### src/rtl/ram_port_arbiter.sv
// Arbiter for the shared single-port output RAM: CPU (rd/wr) vs readout unit (rd only),
// with an exclusive readout lock. Define ARB_ROUND_ROBIN_EN for round-robin sharing.
module ram_port_arbiter #(
  parameter int AW       = 6,
  parameter int DW       = 16,
  parameter int MAX_WAIT = 8
) (
  input  logic          clk,
  input  logic          reset,
  input  logic          cpu_req,
  input  logic          cpu_we,
  input  logic [AW-1:0] cpu_addr,
  input  logic [DW-1:0] cpu_wdata,
  output logic          cpu_gnt,
  output logic          cpu_rvalid,
  output logic [DW-1:0] cpu_rdata,
  input  logic          rd_req,
  input  logic [AW-1:0] rd_addr,
  output logic          rd_gnt,
  output logic          rd_rvalid,
  output logic [DW-1:0] rd_rdata,
  input  logic          lock_rd,
  output logic          locked,
  output logic          ram_en,
  output logic          ram_we,
  output logic [AW-1:0] ram_addr,
  output logic [DW-1:0] ram_din,
  input  logic [DW-1:0] ram_dout
);

  typedef enum logic [1:0] {SHARED, DRAIN, LOCKED} state_t;

  state_t        state;
  logic [DW-1:0] cpu_rdata_q;
  logic [DW-1:0] rd_rdata_q;

`ifdef ARB_ROUND_ROBIN_EN
  logic last_winner_rd;
`else
  localparam int           CW       = $clog2(MAX_WAIT + 1);
  localparam logic [CW-1:0] WAIT_MAX = CW'(MAX_WAIT);
  logic [CW-1:0] wait_cnt;
`endif

  // Grant decision. Anything other than plain SHARED sharing is readout-only.
  always_comb begin
    // NOTE: every output gets a default first so no path through the case infers a latch.
    cpu_gnt = 1'b0;
    rd_gnt  = 1'b0;
    if (!reset) begin
      if (state != SHARED || lock_rd) begin
        rd_gnt = rd_req;
      end else if (cpu_req && rd_req) begin
`ifdef ARB_ROUND_ROBIN_EN
        rd_gnt  = !last_winner_rd;
        cpu_gnt = last_winner_rd;
`else
        rd_gnt  = (wait_cnt == WAIT_MAX);
        cpu_gnt = !rd_gnt;
`endif
      end else begin
        cpu_gnt = cpu_req;
        rd_gnt  = rd_req;
      end
    end
  end

  assign ram_en    = cpu_gnt | rd_gnt;
  assign ram_we    = cpu_gnt & cpu_we;
  assign ram_addr  = cpu_gnt ? cpu_addr : (rd_gnt ? rd_addr : '0);
  assign ram_din   = cpu_gnt ? cpu_wdata : '0;

  // Returning port sees the RAM output directly; the other port keeps its last word.
  assign cpu_rdata = cpu_rvalid ? ram_dout : cpu_rdata_q;
  assign rd_rdata  = rd_rvalid  ? ram_dout : rd_rdata_q;

  always_ff @(posedge clk) begin
    // NOTE: sequential state uses non-blocking assignments so all registers update from pre-edge values.
    if (reset) begin
      state       <= SHARED;
      locked      <= 1'b0;
      cpu_rvalid  <= 1'b0;
      rd_rvalid   <= 1'b0;
      cpu_rdata_q <= '0;
      rd_rdata_q  <= '0;
    end else begin
      cpu_rvalid <= cpu_gnt && !cpu_we;
      rd_rvalid  <= rd_gnt;
      if (cpu_rvalid) cpu_rdata_q <= ram_dout;
      if (rd_rvalid)  rd_rdata_q  <= ram_dout;
      case (state)
        SHARED:  if (lock_rd) state <= DRAIN;
        DRAIN:   state <= lock_rd ? LOCKED : SHARED;
        LOCKED:  if (!lock_rd) state <= SHARED;
        default: state <= SHARED;
      endcase
      locked <= lock_rd && (state == DRAIN || state == LOCKED);
    end
  end

`ifdef ARB_ROUND_ROBIN_EN
  always_ff @(posedge clk) begin
    if (reset) begin
      last_winner_rd <= 1'b0;
    end else if (cpu_gnt) begin
      last_winner_rd <= 1'b0;
    end else if (rd_gnt) begin
      last_winner_rd <= 1'b1;
    end
  end
`else
  // Starvation counter; frozen while the readout owns the RAM.
  always_ff @(posedge clk) begin
    if (reset) begin
      wait_cnt <= '0;
    end else if (state != LOCKED) begin
      if (!rd_req || rd_gnt) begin
        wait_cnt <= '0;
      end else if (wait_cnt != WAIT_MAX) begin
        wait_cnt <= wait_cnt + CW'(1);
      end
    end
  end
`endif

endmodule

### config.mk
export PLATFORM = sky130hd
export DESIGN_NAME = ram_port_arbiter
export DESIGN_NICKNAME = d
export VERILOG_FILES = /design/src/rtl/ram_port_arbiter.sv
export SDC_FILE = /design/constraint.sdc
export NUM_CORES = 1
export LEC_CHECK = 0
export ABC_AREA = 1
export CORE_MARGIN = 2
export CORE_UTILIZATION = 39
export DETAILED_ROUTE_END_ITERATION = 12
export PLACE_DENSITY = 0.87
export SETUP_SLACK_MARGIN = 0.3
export SLEW_MARGIN = 5
export SYNTH_ARGS = -nofsm -noshare
export SYNTH_HDL_FRONTEND = slang
export SYNTH_SLANG_ARGS = --single-unit
### constraint.sdc
create_clock -name clk -period 2 [get_ports clk]
set_clock_uncertainty 0.2 [all_clocks]
set_input_delay 0.4 -clock clk [delete_from_list [all_inputs] [get_ports clk]]
set_output_delay 0.4 -clock clk [all_outputs]
set_load 0.02 [all_outputs]
==> results of run 1 <==
==> through the flow <==
stage	setup TNS, ns	worst slack, ns
floorplan	0	0.1065
global placement	-24.27	-0.6731
detailed placement	-25.30	-0.7093
CTS	-6.504	-0.3119
==> what timing repair did <==
action	CTS
pin swaps	34
gates resized for setup	510
gates cloned	4
hold buffers	0
endpoints found under the setup margin	61
buffers inserted	24
==> synthesized netlist by cell type, types with 2 or more instances <==
cell type / n
buf_4: 3
nand3_1: 6
inv_1: 32
buf_2: 4
o21ai_0: 3
inv_2: 2
nand2_2: 2
nor2_4: 10
dfxtp_1: 41
clkbuf_1: 3
nand2_1: 109
a22o_1: 6
nor2_1: 19
ha_1: 6
a21oi_1: 35
==> cells by family after synthesis <==
group           count (synthesis)  synth area share
xor+xnor                        1          0.004343
flops                          41            0.4069
compound gates                 44            0.1203
fa+ha+maj                       6           0.03722
simple gates                  149            0.3257
buf+inv                        46            0.1055
==> results.toml, run 1 <==
[place]
dp.final_hpwl_microns = 5014
place_congestion = 0.8216
cells_after_dpl = 501
post_dp_cell_area_sq_mm = 0.003591
port-buffer-count = 110

[cts]
cts-buffers-inserted = 5
h-tree-depth = 2
max-clock-path-buffers = 2
cts_root_buf = "clkbuf_8"
clock_sinks = 41

[die]
row_count = 26
pin_count = 111
floorplan.die.height_microns = 75.92
start_util = 0.4000
die_w_microns = 75.92

[run_status]
run_status = "stopped before the end"
lastStage = "global routing"
run.stop_error = "[ERROR DPL-0038] Utilization greater than 100%, impossible to legalize"

[logic_synthesis]
post_synth_instance_area_sq_mm = 0.002017
yosys-top-cells-area = "dfxtp_1, nand2_1, a21oi_1, inv_1, nor2_4"
total_of_flip_flops_plus_latches_after_synthesis = 41
synth_top_cell_area_share = 0.4069
synth_enable_flop_cells = 0
synthArstFlopShare = 0
ys_warn_count = 0
mappedNetlistNets = 343
synth_area_leader_cell = "dfxtp_1"
syn_area_per_cell_sq_um = 7.028
dominantRegCellSynth = "dfxtp_1"
post_synth_num_cell_types = 21
synth_sequential_area_ratio = 0.4069
synth_cells = 287

[sta]
grt-worst-endpoint = "ram_addr[4]"
worst_path_end_type = "primary output"

[global_routing]
grt_max_degree = 20
==> run 2: changes to the inputs <==
--- a/config.mk
+++ b/config.mk
@@ -9,8 +9,7 @@
 export CORE_MARGIN = 2
 export CORE_UTILIZATION = 39
 export DETAILED_ROUTE_END_ITERATION = 12
-export PLACE_DENSITY = 0.87
-export SETUP_SLACK_MARGIN = 0.3
+export PLACE_DENSITY_LB_ADDON = 0.15
 export SLEW_MARGIN = 5
 export SYNTH_ARGS = -nofsm -noshare
 export SYNTH_HDL_FRONTEND = slang
==> results.toml, run 2 <==
[sta]
timing_hold_violations_final = 0
timing.slew.headroom = 0.8186
final_min_period_over_clock_period = 1.151
setup_slack_ns = -0.3022
tns_ns = -6.085
final-setup-viol-count = 26
finalWorstPathRequiredPeriod_ns = 2.302
whs_ns = 0.2685
worst_slew_pin_slew_ns = 0.2721
unrepaired_setup_endpoints_after_global_routing = "yes"
timing.fmax_mhz = 434.4
final_max_slew_viol_count = 0

[logic_synthesis]
synth_simple_gate_area_frac = 0.3257
synthArstFlopShare = 0
synth_compound_area_frac = 0.1203
total_of_flip_flops_plus_latches_after_synthesis = 41
synth_sequential_area_ratio = 0.4069
mappedNetlistNets = 343
synth_fa_ha_area_frac = 0.03722
yosys-top-cells-area = "dfxtp_1, nand2_1, a21oi_1, inv_1, nor2_4"
yosys-mux-area-fraction = 0
syn_area_per_cell_sq_um = 7.028
synth_top_cell_area_share = 0.4069
post_synth_num_cell_types = 21
post_synth_instance_area_sq_mm = 0.002017
synth_enable_flop_cells = 0
dominantRegCellSynth = "dfxtp_1"
synth_cells = 287
parity_gate_share_of_the_synthesized_area_counting_xor_and_xnor_cells = 0.004342
synth_area_leader_cell = "dfxtp_1"
synthMostInstantiatedCell = "nand2_1"
synth_top_family_by_area = "simple AND/OR/NAND/NOR gates"
synth_top_cells_by_count = "nand2_1, dfxtp_1, a21oi_1"
ys_warn_count = 0

[min_path]
hold-path-cell-count = 2
worst_hold_startpoint = "rd_rdata_q[4]"
min_delay_worst_endpoint = "rd_rdata_q[4]"
hp-class = "reg -> reg"

[critical_path]
worst_path_arrival_ns = 1.70
critical_path.cell_chain = "inv_2 -> ha_4 -> nand2_2 -> inv_2 -> nand3_2 -> nand3_4 -> buf_6 -> inv_6 -> a22o_1 -> buf_6"
setup.worst_path.end_class = "primary output"
crit_slowest_cell = "dfxtp_2"
critPathTopFamily = "buffers and inverters"
cell_count_along_the_critical_path = 10
cpPeakStageDelay_ns = 0.33
reg2reg_depth = 10
critical_path_peak_fanout = 7
r2r_setup_slack_ns = 0.10
critical_path_class = "reg -> out"
cp-start-kind = "flop"
path_buf_inv = 5
reg2reg_to = "wait_cnt[0]"
timing.critical_path.required_ns = 1.40
rr_startpoint = "state[0]"

[place]
dp_worst_setup_slack_ns = -0.7269
port-buffer-count = 110
cells_after_dpl = 501
post_dp_cell_area_sq_mm = 0.003503
dp.final_hpwl_microns = 4162
place_congestion = 0.7634

[die]
floorplan.die.height_microns = 75.92
design.core.area_sq_mm = 0.005042
row_count = 26
start_util = 0.4000
pin_count = 111
die_w_microns = 75.92
die_area_sq_mm = 0.005763

[global_routing]
wire_length_of_the_first_global_routing_pass_microns = 10410
overflow = 0
antenna_found_initial = 0
first_global_vias = 2350
grt_max_degree = 25
gr-usage-all-layers = 0.2186

[finish]
mostFrequentLayoutCell = "nand2_1"
number_of_non_filler_instances_in_the_completed_layout = 522
fin_util = 0.7715
finish.net_count = 508
reg_top3 = "cpu_rdata_q: 16 flops, rd_rdata_q: 16 flops, wait_cnt: 4 flops"
syn_to_final_growth_pct = 92.87
mostFrequentLayoutCells = "nand2_1, buf_4, clkdlybuf4s50_1"
ratio_of_cells_with_drive_above_1_in_the_final_layout = 0.3208
antennaDiodeCount = 0
layout.cell_area.non_filler_sq_mm = 0.003890

[detailed_routing]
drc_errors = 0
drt-vias-per-instance = 4.640
detail_route.first_pass.iterations = 4
totalWireLength_microns = 6645
routed-via-count = 2422
detailedRoute.firstIterationViolations = 85
postRouteAntennaNets = 0
wl_per_cell_microns = 12.73

[cts]
clock_sinks = 41
insertion_delay_ns = 0.28
cts_root_buf = "clkbuf_8"
post_cts_hold_buffer_count = 0
cts_tree = "yes"
h-tree-depth = 2
worst_setup_hold_path_clk_slew_ns = 0.07
max-clock-path-buffers = 2
cts-buffers-inserted = 5

[pwr]
power.density_cell_area_mw_per_mm2 = 551.8
leakagePower_nw = 1.908
vdd_ir_drop_max_v = 0.0003340
fin_total_pwr_mw = 2.146

[run_status]
failed_checks = "negative setup slack"
run_status = "complete, but fails checks"

[job]
drv_cap = 0
==> run 2: cell counts after synthesis <==
Identical to the previous run, type by type.
==> run 2: cell type report <==
| cell class | count | area [sq um] |
|---|---|---|
| inverters | 34 | 142.6 |
| flip-flops and latches | 41 | 827.0 |
| fillers | 370 | 1152 |
| well taps | 70 | 87.58 |
| clock buffers | 5 | 68.82 |
| repair buffers | 170 | 1603 |
| clock inverters | 2 | 35.03 |
| multi-input cells | 200 | 1126 |
==> run 2: worst max-delay path by stage <==
| stage | start | endpoint | slack [ns] |
|---|---|---|---|
| after floorplan | wait_cnt[0] | ram_addr[0] | 0.06 |
| after global placement | lock_rd | ram_addr[5] | -0.69 |
| after detailed placement | lock_rd | ram_addr[4] | -0.73 |
| after CTS | wait_cnt[1] | ram_addr[2] | -0.21 |
| after global routing | wait_cnt[1] | ram_addr[0] | -0.36 |
| final | wait_cnt[1] | ram_addr[0] | -0.30 |
==> run 2: cells by family (layout without fill, tap and decap cells) <==
kind of cell,count (synthesis),after routing
flops,41,41
simple gates,149,149
xor+xnor,1,1
fa+ha+maj,6,6
compound gates,44,44
buf+inv,46,211
==> run 2: routing by layer <==
metal,part of all wire,global-route usage,vias up
met3,0.060,0.05833,16
met5,0,0,-
met2,0.52,0.4045,93
met1,0.39,0.2379,1091
li1,-,-,1222
met4,0.026,0.08182,0
==> run 2: timing repair <==
action / 4_1_cts / 5_1_grt
endpoints found under the hold margin: 0 / 0
gates cloned: 1 / 1
endpoints found under the setup margin: 60 / 55
pin swaps: 6 / 13
buffers inserted: 10 / 5
gates resized for setup: 235 / 43
==> run 2: tightest hold or removal path, delay by kind of cell (launching register included) <==
family / cells / cell delay, ns
AOI/OAI and AO/OA: 1 / 0.05
DFF: 1 / 0.30
and+or+nand+nor: 1 / 0.07
==> run 2: power by group <==
group | internal [mW] | switching [mW] | leakage [nW]
clock network | 0.363 | 0.268 | 0.0540
logic | 0.329 | 0.324 | 1.52
registers | 0.851 | 0.0122 | 0.335
total | 1.54 | 0.604 | 1.91
Note: power is estimated with default switching activity, not from simulation.
